File: config.mk
export PLATFORM = sky130hd
export DESIGN_NAME = pc_gen_flat
export DESIGN_NICKNAME = d
export VERILOG_FILES = /design/src/rtl/pc_pkg.sv /design/src/rtl/pc_gen_if.sv /design/src/rtl/pc_incr.sv /design/src/rtl/pc_gen.sv /design/src/flat_wrapper.sv
export SDC_FILE = /design/constraint.sdc
export NUM_CORES = 1
export LEC_CHECK = 0
export BUFFER_PORTS_ARGS = -buffer_cell sky130_fd_sc_hd__buf_2
export CORE_MARGIN = 5
export CORE_UTILIZATION = 35
export DETAILED_ROUTE_END_ITERATION = 8
export SLEW_MARGIN = 10
export SYNTH_ARGS = -nofsm -noshare
export SYNTH_HDL_FRONTEND = slang
export SYNTH_SLANG_ARGS = --single-unit
File: constraint.sdc
create_clock -name clk -period 2.3 [get_ports clk]
set_input_delay 0.575 -clock clk [delete_from_list [all_inputs] [get_ports clk]]
set_output_delay 0.575 -clock clk [all_outputs]
set_load 0.03 [all_outputs]
File: src/rtl/pc_pkg.sv
// Shared types and default constants for the fetch-stage program-counter generator.
package pc_pkg;

    typedef enum logic [1:0] {
        RESET_WAIT = 2'd0,
        RUN        = 2'd1,
        HALT       = 2'd2
    } state_t;

    localparam int PC_WIDTH_DEF = 16;
    localparam int PC_STEP_DEF  = 2;

endpackage

File: src/rtl/pc_gen_if.sv
// Fetch-control bundle between the PC generator (slave) and its driver (master).
interface pc_gen_if
    import pc_pkg::*;
#(
    parameter int WIDTH = PC_WIDTH_DEF
);

    logic             stall;
    logic             br_valid;
    logic [WIDTH-1:0] br_target;
    logic             hlt;
    logic             resume;
    logic [WIDTH-1:0] pc;
    logic [WIDTH-1:0] pc_plus;
    logic             pc_valid;
    logic             redirect_pending;
    logic             halted;

    modport master (
        output stall, br_valid, br_target, hlt, resume,
        input  pc, pc_plus, pc_valid, redirect_pending, halted
    );

    modport slave (
        input  stall, br_valid, br_target, hlt, resume,
        output pc, pc_plus, pc_valid, redirect_pending, halted
    );

endinterface

File: src/rtl/pc_incr.sv
// Constant-step incrementer: 4-bit carry-lookahead groups joined by a group carry chain.
module pc_incr
    import pc_pkg::*;
#(
    parameter int WIDTH = PC_WIDTH_DEF,
    parameter int STEP  = PC_STEP_DEF
) (
    input  logic [WIDTH-1:0] a,
    output logic [WIDTH-1:0] sum
);

    localparam int               NG = WIDTH / 4;
    localparam logic [WIDTH-1:0] B  = WIDTH'(STEP);

    for (genvar k = 0; k < NG; k++) begin : grp
        logic [3:0] g, p, c;
        logic       cin, cout;

        assign g = a[4*k +: 4] & B[4*k +: 4];
        assign p = a[4*k +: 4] ^ B[4*k +: 4];

        if (k == 0) begin : g_first
            assign cin = 1'b0;
        end else begin : g_chain
            assign cin = grp[k-1].cout;
        end

        assign c = {g[2] | (p[2] & g[1]) | (p[2] & p[1] & g[0]) | (p[2] & p[1] & p[0] & cin),
                    g[1] | (p[1] & g[0]) | (p[1] & p[0] & cin),
                    g[0] | (p[0] & cin),
                    cin};

        assign cout = g[3] | (p[3] & g[2]) | (p[3] & p[2] & g[1]) | (p[3] & p[2] & p[1] & g[0])
                    | (p[3] & p[2] & p[1] & p[0] & cin);

        assign sum[4*k +: 4] = p ^ c;
    end

    // Carry out of the top group is discarded: the PC wraps modulo 2^WIDTH.
    logic carry_unused;
    assign carry_unused = grp[NG-1].cout;

endmodule

File: src/rtl/pc_gen.sv
// Registered fetch PC with branch redirect, one-entry stalled-redirect buffer and halt/resume FSM.
module pc_gen
    import pc_pkg::*;
#(
    parameter int               WIDTH     = PC_WIDTH_DEF,
    parameter int               STEP      = PC_STEP_DEF,
    parameter logic [WIDTH-1:0] RESET_VEC = '0
) (
    input  logic      clk,
    input  logic      rst,
    pc_gen_if.slave   bus
);

    state_t           state, state_n;
    logic [WIDTH-1:0] pc_q, pc_n, pc_plus;
    logic             buf_valid, buf_valid_n;
    logic [WIDTH-1:0] buf_addr, buf_addr_n;

    pc_incr #(.WIDTH(WIDTH), .STEP(STEP)) u_incr (
        .a   (pc_q),
        .sum (pc_plus)
    );

    // NOTE: sequential state uses non-blocking assignments so every register samples pre-edge values.
    always_ff @(posedge clk or posedge rst) begin
        if (rst) begin
            state     <= RESET_WAIT;
            pc_q      <= RESET_VEC;
            buf_valid <= 1'b0;
            buf_addr  <= '0;
        end else begin
            state     <= state_n;
            pc_q      <= pc_n;
            buf_valid <= buf_valid_n;
            buf_addr  <= buf_addr_n;
        end
    end

    always_comb begin
        // NOTE: every output gets a hold default first so no path through the case can infer a latch.
        state_n     = state;
        pc_n        = pc_q;
        buf_valid_n = buf_valid;
        buf_addr_n  = buf_addr;

        unique case (state)
            RESET_WAIT: state_n = RUN;
            RUN: begin
                if (bus.stall) begin
                    if (bus.br_valid) begin
                        buf_valid_n = 1'b1;
                        buf_addr_n  = bus.br_target;
                    end
                end else if (buf_valid) begin
                    // The buffered branch is older than any live one, so a live br_valid is dropped.
                    pc_n        = buf_addr;
                    buf_valid_n = 1'b0;
                end else if (bus.br_valid) begin
                    pc_n = bus.br_target;
                end else if (bus.hlt) begin
                    state_n = HALT;
                end else begin
                    pc_n = pc_plus;
                end
            end
            HALT: begin
                if (bus.resume) state_n = RUN;
            end
            default: state_n = RESET_WAIT;
        endcase
    end

    assign bus.pc               = pc_q;
    assign bus.pc_plus          = pc_plus;
    assign bus.pc_valid         = (state == RUN);
    assign bus.halted           = (state == HALT);
    assign bus.redirect_pending = buf_valid;

endmodule

File: src/flat_wrapper.sv
// flat-port wrapper written by rule: the top's interface ports become plain ports
module pc_gen_flat import pc_pkg::*;
#(
    parameter int               WIDTH     = PC_WIDTH_DEF,
    parameter int               STEP      = PC_STEP_DEF,
    parameter logic [WIDTH-1:0] RESET_VEC = '0
)
  (clk, rst, bus_stall, bus_br_valid, bus_br_target, bus_hlt, bus_resume, bus_pc, bus_pc_plus, bus_pc_valid, bus_redirect_pending, bus_halted);
  pc_gen_if #(.WIDTH(WIDTH)) bus_i ();
  input  logic clk;
  input  logic rst;
  input wire logic [$bits(bus_i.stall)-1:0] bus_stall;
  input wire logic [$bits(bus_i.br_valid)-1:0] bus_br_valid;
  input wire logic [$bits(bus_i.br_target)-1:0] bus_br_target;
  input wire logic [$bits(bus_i.hlt)-1:0] bus_hlt;
  input wire logic [$bits(bus_i.resume)-1:0] bus_resume;
  output wire logic [$bits(bus_i.pc)-1:0] bus_pc;
  output wire logic [$bits(bus_i.pc_plus)-1:0] bus_pc_plus;
  output wire logic [$bits(bus_i.pc_valid)-1:0] bus_pc_valid;
  output wire logic [$bits(bus_i.redirect_pending)-1:0] bus_redirect_pending;
  output wire logic [$bits(bus_i.halted)-1:0] bus_halted;
  assign bus_i.stall = bus_stall;
  assign bus_i.br_valid = bus_br_valid;
  assign bus_i.br_target = bus_br_target;
  assign bus_i.hlt = bus_hlt;
  assign bus_i.resume = bus_resume;
  assign bus_pc = bus_i.pc;
  assign bus_pc_plus = bus_i.pc_plus;
  assign bus_pc_valid = bus_i.pc_valid;
  assign bus_redirect_pending = bus_i.redirect_pending;
  assign bus_halted = bus_i.halted;
  pc_gen #(.WIDTH(WIDTH), .STEP(STEP), .RESET_VEC(RESET_VEC)) u_core (.clk(clk), .rst(rst), .bus(bus_i));
endmodule
* Word-level counts from Yosys, hierarchy flattened
Index checks and enable logic that the tools add are counted.
Word-level totals: bits in registers 35, bits of input ports 22, word-level logic and storage cells 64
Cells by class: eq/ne operators 9, muxes and demuxes 11, bitwise gates (word level) 35, reduce and logical (&&, ||, !) cells 5
Operator list (number):
- $mux W16 | 3
- $and A1 B1 Y1 | 29
- $xor A4 B4 Y4 | 4
- $mux W2 | 5
- $ne A2 B2 Y1 const B | 5
- $pmux W2 S3 | 1
- $reduce_and A3 Y1 | 2
- $reduce_and A5 Y1 | 1
- $ne A3 B2 Y1 const B | 1
- $eq A2 B1 Y1 const B | 1
- $eq A2 B2 Y1 const B | 1
- $logic_not A2 Y1 | 1
- $mux W1 | 2
- $ne A2 B1 Y1 const B | 1
- $not A1 Y1 | 2
- $reduce_and A2 Y1 | 1

* Depth between registers and ports, before layout
depth after elaboration 10, depth in mapped cells 7, depth with buffers taken out 5

* Cells and area by module
A second synthesis with hierarchy kept.
Unflattened totals: cell total of the unflattened synthesis 170, area total of the unflattened synthesis 1998.2 um^2
By module, submodules not included:
- pc_gen | times used 1, cells an instance 138, area each 1756.7 um^2, seq. area each 875.8 um^2
- pc_incr | times used 1, cells an instance 32, area each 241.5 um^2, seq. area each 0.0 um^2

* Worst setup path after synthesis
OpenSTA, ideal clock, no wires.
kind register -> output, start point register u_core.pc_q[5], in the netlist u_core.bus.pc[5], end point output port bus_pc_plus[15], arrival 1.940 ns, data required time 1.725 ns, path slack -0.215 ns, stages on the path, launching flop included 6, buffers on the path 1, cell sequence dfrtp_1 buf_2 nand4_4 nor4_4 nand3_1 xnor2_1
Between the ends: word-level cells in the longest chain between the ends 6
Ends and longest elaborated chain:
- start: declaration | line pc_gen.sv:15 | logic [WIDTH-1:0] pc_q, pc_n, pc_plus;
- start signal: assignment | line pc_gen.sv:33 | pc_q <= pc_n;
- $and A1 B1 Y1
- $and A1 B1 Y1 (3 in a row) | line pc_incr.sv:34 | | (p[3] & p[2] & p[1] & p[0] & cin);
- $and A1 B1 Y1 | line pc_incr.sv:28 | assign c = {g[2] | (p[2] & g[1]) | (p[2] & p[1] & g[0]) | (p[2] & p[1] & p[0] & cin),
- $xor A4 B4 Y4 | line pc_incr.sv:36 | assign sum[4*k +: 4] = p ^ c;
- end: declaration | line flat_wrapper.sv:18 | output wire logic [$bits(bus_i.pc_plus)-1:0] bus_pc_plus;
Every way passes these cells.

* Worst setup path after layout
start point register u_core.pc_q[4], in the netlist u_core.bus.pc[4], end point output port bus_pc_plus[14]
Between the ends: word-level cells in the longest chain between the ends 5
Ends and longest elaborated chain:
- $and A1 B1 Y1 (3 in a row) | line pc_incr.sv:34
- $and A1 B1 Y1 | line pc_incr.sv:29 | g[1] | (p[1] & g[0]) | (p[1] & p[0] & cin),
- $xor A4 B4 Y4 | line pc_incr.sv:36
Every way passes these cells.

==> results.yml <==
synthesis:
  synth_commonest_cells: "sky130_fd_sc_hd__dfrtp_1 (35), sky130_fd_sc_hd__nand2_1 (20), sky130_fd_sc_hd__mux2_2 (16)"
  synth_cell_types: 50
  synth_flop_cell: "sky130_fd_sc_hd__dfrtp_1"
  synth_compound_gate_area_share_pct: 17.93
  synth-seq-cells: 35
  syn-instance-count: 214
  synth_top_family_by_area: "simple AND/OR/NAND/NOR gates"
  synth_top_area_cell: "sky130_fd_sc_hd__dfrtp_1"
  synth_mux_area_share_pct: 10.59
  synth_enable_flop_cells: 0
  async_flop_share_pct: 100.0
  syn_area_per_cell_um2: 9.717
  share_of_synthesized_cell_area_in_and_or_nand_and_nor_gates_pct: 18.23
  yosys.area.top_type_share_pct: 42.12
  synthTopCellsByArea: "sky130_fd_sc_hd__dfrtp_1 (42%), sky130_fd_sc_hd__mux2_2 (8.7%), sky130_fd_sc_hd__nand2_1 (3.6%), sky130_fd_sc_hd__o21ai_0 (3.4%), sky130_fd_sc_hd__o2bb2ai_1 (3.4%)"
  synth.yosys.warnings: 0
  share_of_the_synthesized_netlist_area_taken_by_xor_and_xnor_gates_pct: 5.475
  sequential_fraction_of_the_synthesis_area_pct: 42.12
  synth_most_common_cell: "sky130_fd_sc_hd__dfrtp_1"
  netlist_area_um2: 2079
  mappedNetlistNets: 237
  synth_fa_ha_area_share_pct: 0.6017
worst_setup_path:
  crit_path_start_kind: "register"
  timing.critical_path.arrival_ps: 1710
  cp.buffers_inverters: 2
  critPathSlowestCell: "sky130_fd_sc_hd__dfrtp_1"
  critical_path_class: "reg2out"
  cp_top_family: "simple AND/OR/NAND/NOR gates"
  cp_slowest_stage_delay_ps: 400
  rrSetupSlack_ps: 550
  series_of_cell_instances_along_the_critical_path: "nand4_4 -> buf_4 -> nor4_4 -> xor2_2 -> buf_6"
  worstPathMaxFanout: 7
  worst_ep_required_time_ps: 1730
  setup.worst_path.end_class: "output port"
timing:
  timing.slew.headroom_pct: 62.97
  min_period_over_period_pct: 99.15
  grt_setup_unrepaired: "true"
  setup_viol: 0
  tightestPinTransition_ps: 554.3
  fmax_mhz: 438.5
  hold_viol_final: 0
  post_layout_min_period_ps: 2280
  maxSlewViolCount: 0
  finalClockSkew_ps: 10.12
finish:
  nNetsFinal: 311
  multi_input_gate_area_in_the_final_layout_um2: 1167
  antenna_cells_inserted: 0
  fill_cell_total_of_the_finished_layout: 549
  areaGrowthSynthToFinish_pct: 32.31
  sequential_cell_area_um2: 879.6
  layout-drive-gt1-share_pct: 43.75
  postLayoutCellArea_um2: 2751
power_and_ir_drop:
  total_leakage_power_nw: 1.264
  power.share.clock_pct: 15.1
  p_seq_share_pct: 31.9
  sw_frac_of_total_pct: 45.86
  combinational_power_share_pct: 53.0
  internal_power_mw: 1.612
  power_density_nw_per_um2: 1082
  total_switching_power_mw: 1.366
  vdd_ir_drop_max_mv: 0.4458
  finalPower_mw: 2.978
route:
  route.antenna.remaining_nets: 0
  route.detailed.vias_per_inst: 5.146
  first_iter_violations: 114
  wl_um: 5488
  first_pass_iters: 4
  route.vias.total: 1868
  avgRoutedWirePerCell_um: 15.12
  remaining_drc_errors: 0
clock_network:
  clk_path_buf_depth: 2
  hold_buffers: 0
  cts_tree: "done"
  clock_insertion_delay_worst_skew_ps: 290
  htree_num_levels: 2
  cts-root-buf: "sky130_fd_sc_hd__clkbuf_8"
  clk_transition_reported_paths_ps: 70
  cts_made_buffers: 5
  cts_sinks: 35
global_route:
  maximum_number_of_pins_on_one_net_before_global_route_repair: 36
  grt_first_pass_wirelength_um: 8873
  global_route.usage.total_pct: 14.90
  first_global_vias: 1757
  number_of_antenna_violations_at_the_first_check_in_global_routing: 0
  grt.overflow.total: 0
floorplan:
  fp.dieH_um: 87.08
  core-area_um2: 5851
  dieWidth_um: 87.08
  boundaryPins: 57
  start_util_pct: 35.54
  fp.dieArea_um2: 7583
  core.rowCount: 28
placed_design:
  place_hpwl_um: 4083
  routabilityCongestion: 0.8394
  detailed_place.area_um2: 2555
  port-buffer-count: 56
hold_path:
  timing.hold.worst.class: "in2async"
run:
  drv.max_cap_violation_count: 0
outcome:
  result_of_the_run: "completed"
==> routing by layer <==
metal | share of wire [%] | track usage (%)
met5 | 0 | 0
met4 | 2.0 | 6.799
met2 | 46 | 23.12
met3 | 4.7 | 2.365
met1 | 47 | 20.34
==> cells in the final DEF, fill, tap and decap left out, types with 3 or more instances in the layout <==
cell,count
sky130_fd_sc_hd__a21oi_1,12
sky130_fd_sc_hd__a31oi_1,3
sky130_fd_sc_hd__buf_2,52
sky130_fd_sc_hd__buf_4,28
sky130_fd_sc_hd__buf_6,3
sky130_fd_sc_hd__clkbuf_8,6
sky130_fd_sc_hd__dfrtp_1,32
sky130_fd_sc_hd__dfrtp_2,3
sky130_fd_sc_hd__inv_1,5
sky130_fd_sc_hd__mux2_2,16
sky130_fd_sc_hd__mux2i_1,4
sky130_fd_sc_hd__nand2_1,20
sky130_fd_sc_hd__nand4_1,4
sky130_fd_sc_hd__nor2_1,14
sky130_fd_sc_hd__nor2b_1,4
sky130_fd_sc_hd__nor3_1,5
sky130_fd_sc_hd__o21ai_0,14
sky130_fd_sc_hd__o21ai_1,3
sky130_fd_sc_hd__o2bb2ai_1,8
sky130_fd_sc_hd__xnor2_1,4
sky130_fd_sc_hd__xor2_1,4
sky130_fd_sc_hd__xor2_2,4
==> stage by stage <==
| stage | setup WS (ps) | util (%) | cells | hold slack, ps | TNS [ps] |
|---|---|---|---|---|---|
| 2_1_floorplan | -62.98 | - | 214 | 471.1 | -125.0 |
| 3_3_place_gp | 198.9 | 43.67 | 349 | 482.2 | 0 |
| 3_5_place_dp | 170.2 | 43.67 | 349 | 492.3 | 0 |
| 4_1_cts | 0.5977 | 45.72 | 357 | 387.7 | 0 |
| 5_1_grt | -66.76 | 47.03 | 363 | 427.1 | -253.5 |
| 6_report | 19.65 | 47.03 | 363 | 383.7 | 0 |
==> final timing paths <==
check | from | to | cells past startpoint
worst min-delay path | rst | u_core.buf_addr[9] | 3
worst max-delay path | u_core.bus.pc[4] | bus_pc_plus[14] | 5
max in group asynchronous | rst | u_core.bus.pc[8] | 3
min in group clk | u_core.buf_addr[11] | u_core.buf_addr[11] | 1
worst min register to register | u_core.buf_addr[11] | u_core.buf_addr[11] | 1
worst max register to register | u_core.state[1] | u_core.bus.pc[13] | 4
==> cell type report <==
class / instances / area share, %
Clock buffer: 6 / 3.001
Clock inverter: 1 / 0.1819
Inverter: 5 / 0.6821
Multi-Input combinational cell: 158 / 42.43
Sequential cell: 35 / 31.97
Tap cell: 75 / 3.411
Timing Repair Buffer: 83 / 18.33
==> power by group through the flow <==
stage	Combinational (mW)	Sequential [mW]	Clock (mW)
detailed placement	1.50	0.955	0
finish	1.58	0.951	0.449
floorplan	0.835	1.16	0
global route	1.69	0.978	0.487
global placement	1.49	0.950	0
CTS	1.51	0.957	0.466
==> logic make-up after synthesis <==
kind of cell	after synthesis
XOR/XNOR	13
AO/OA/AOI/OAI	56
adder cells (fa/ha/maj)	1
flip-flops	35
multiplexers	20
buffers and inverters	21
AND/OR/NAND/NOR	68
==> repair_timing <==
action,in CTS,in global routing
pin swaps,1,3
buffers inserted,1,6
gates resized for setup,5,13
hold endpoints to repair,0,0
endpoints found under the setup margin,7,7
cloned,0,0
==> worst reg2reg max path: stages (launching register included) <==
cell	delay (ps)
sky130_fd_sc_hd__dfrtp_1	430
sky130_fd_sc_hd__or3b_4	450
sky130_fd_sc_hd__a21oi_4	390
sky130_fd_sc_hd__o21ai_0	180
sky130_fd_sc_hd__o2bb2ai_1	170
==> state kept, by name, summed over array words and instances (netlist names) <==
| name | cells |
|---|---|
| u_core.state | 2 |
| u_core.bus.pc | 16 |
| u_core.bus.redirect_pending | 1 |
| u_core.buf_addr | 16 |
(Power assumes the default switching activity.)
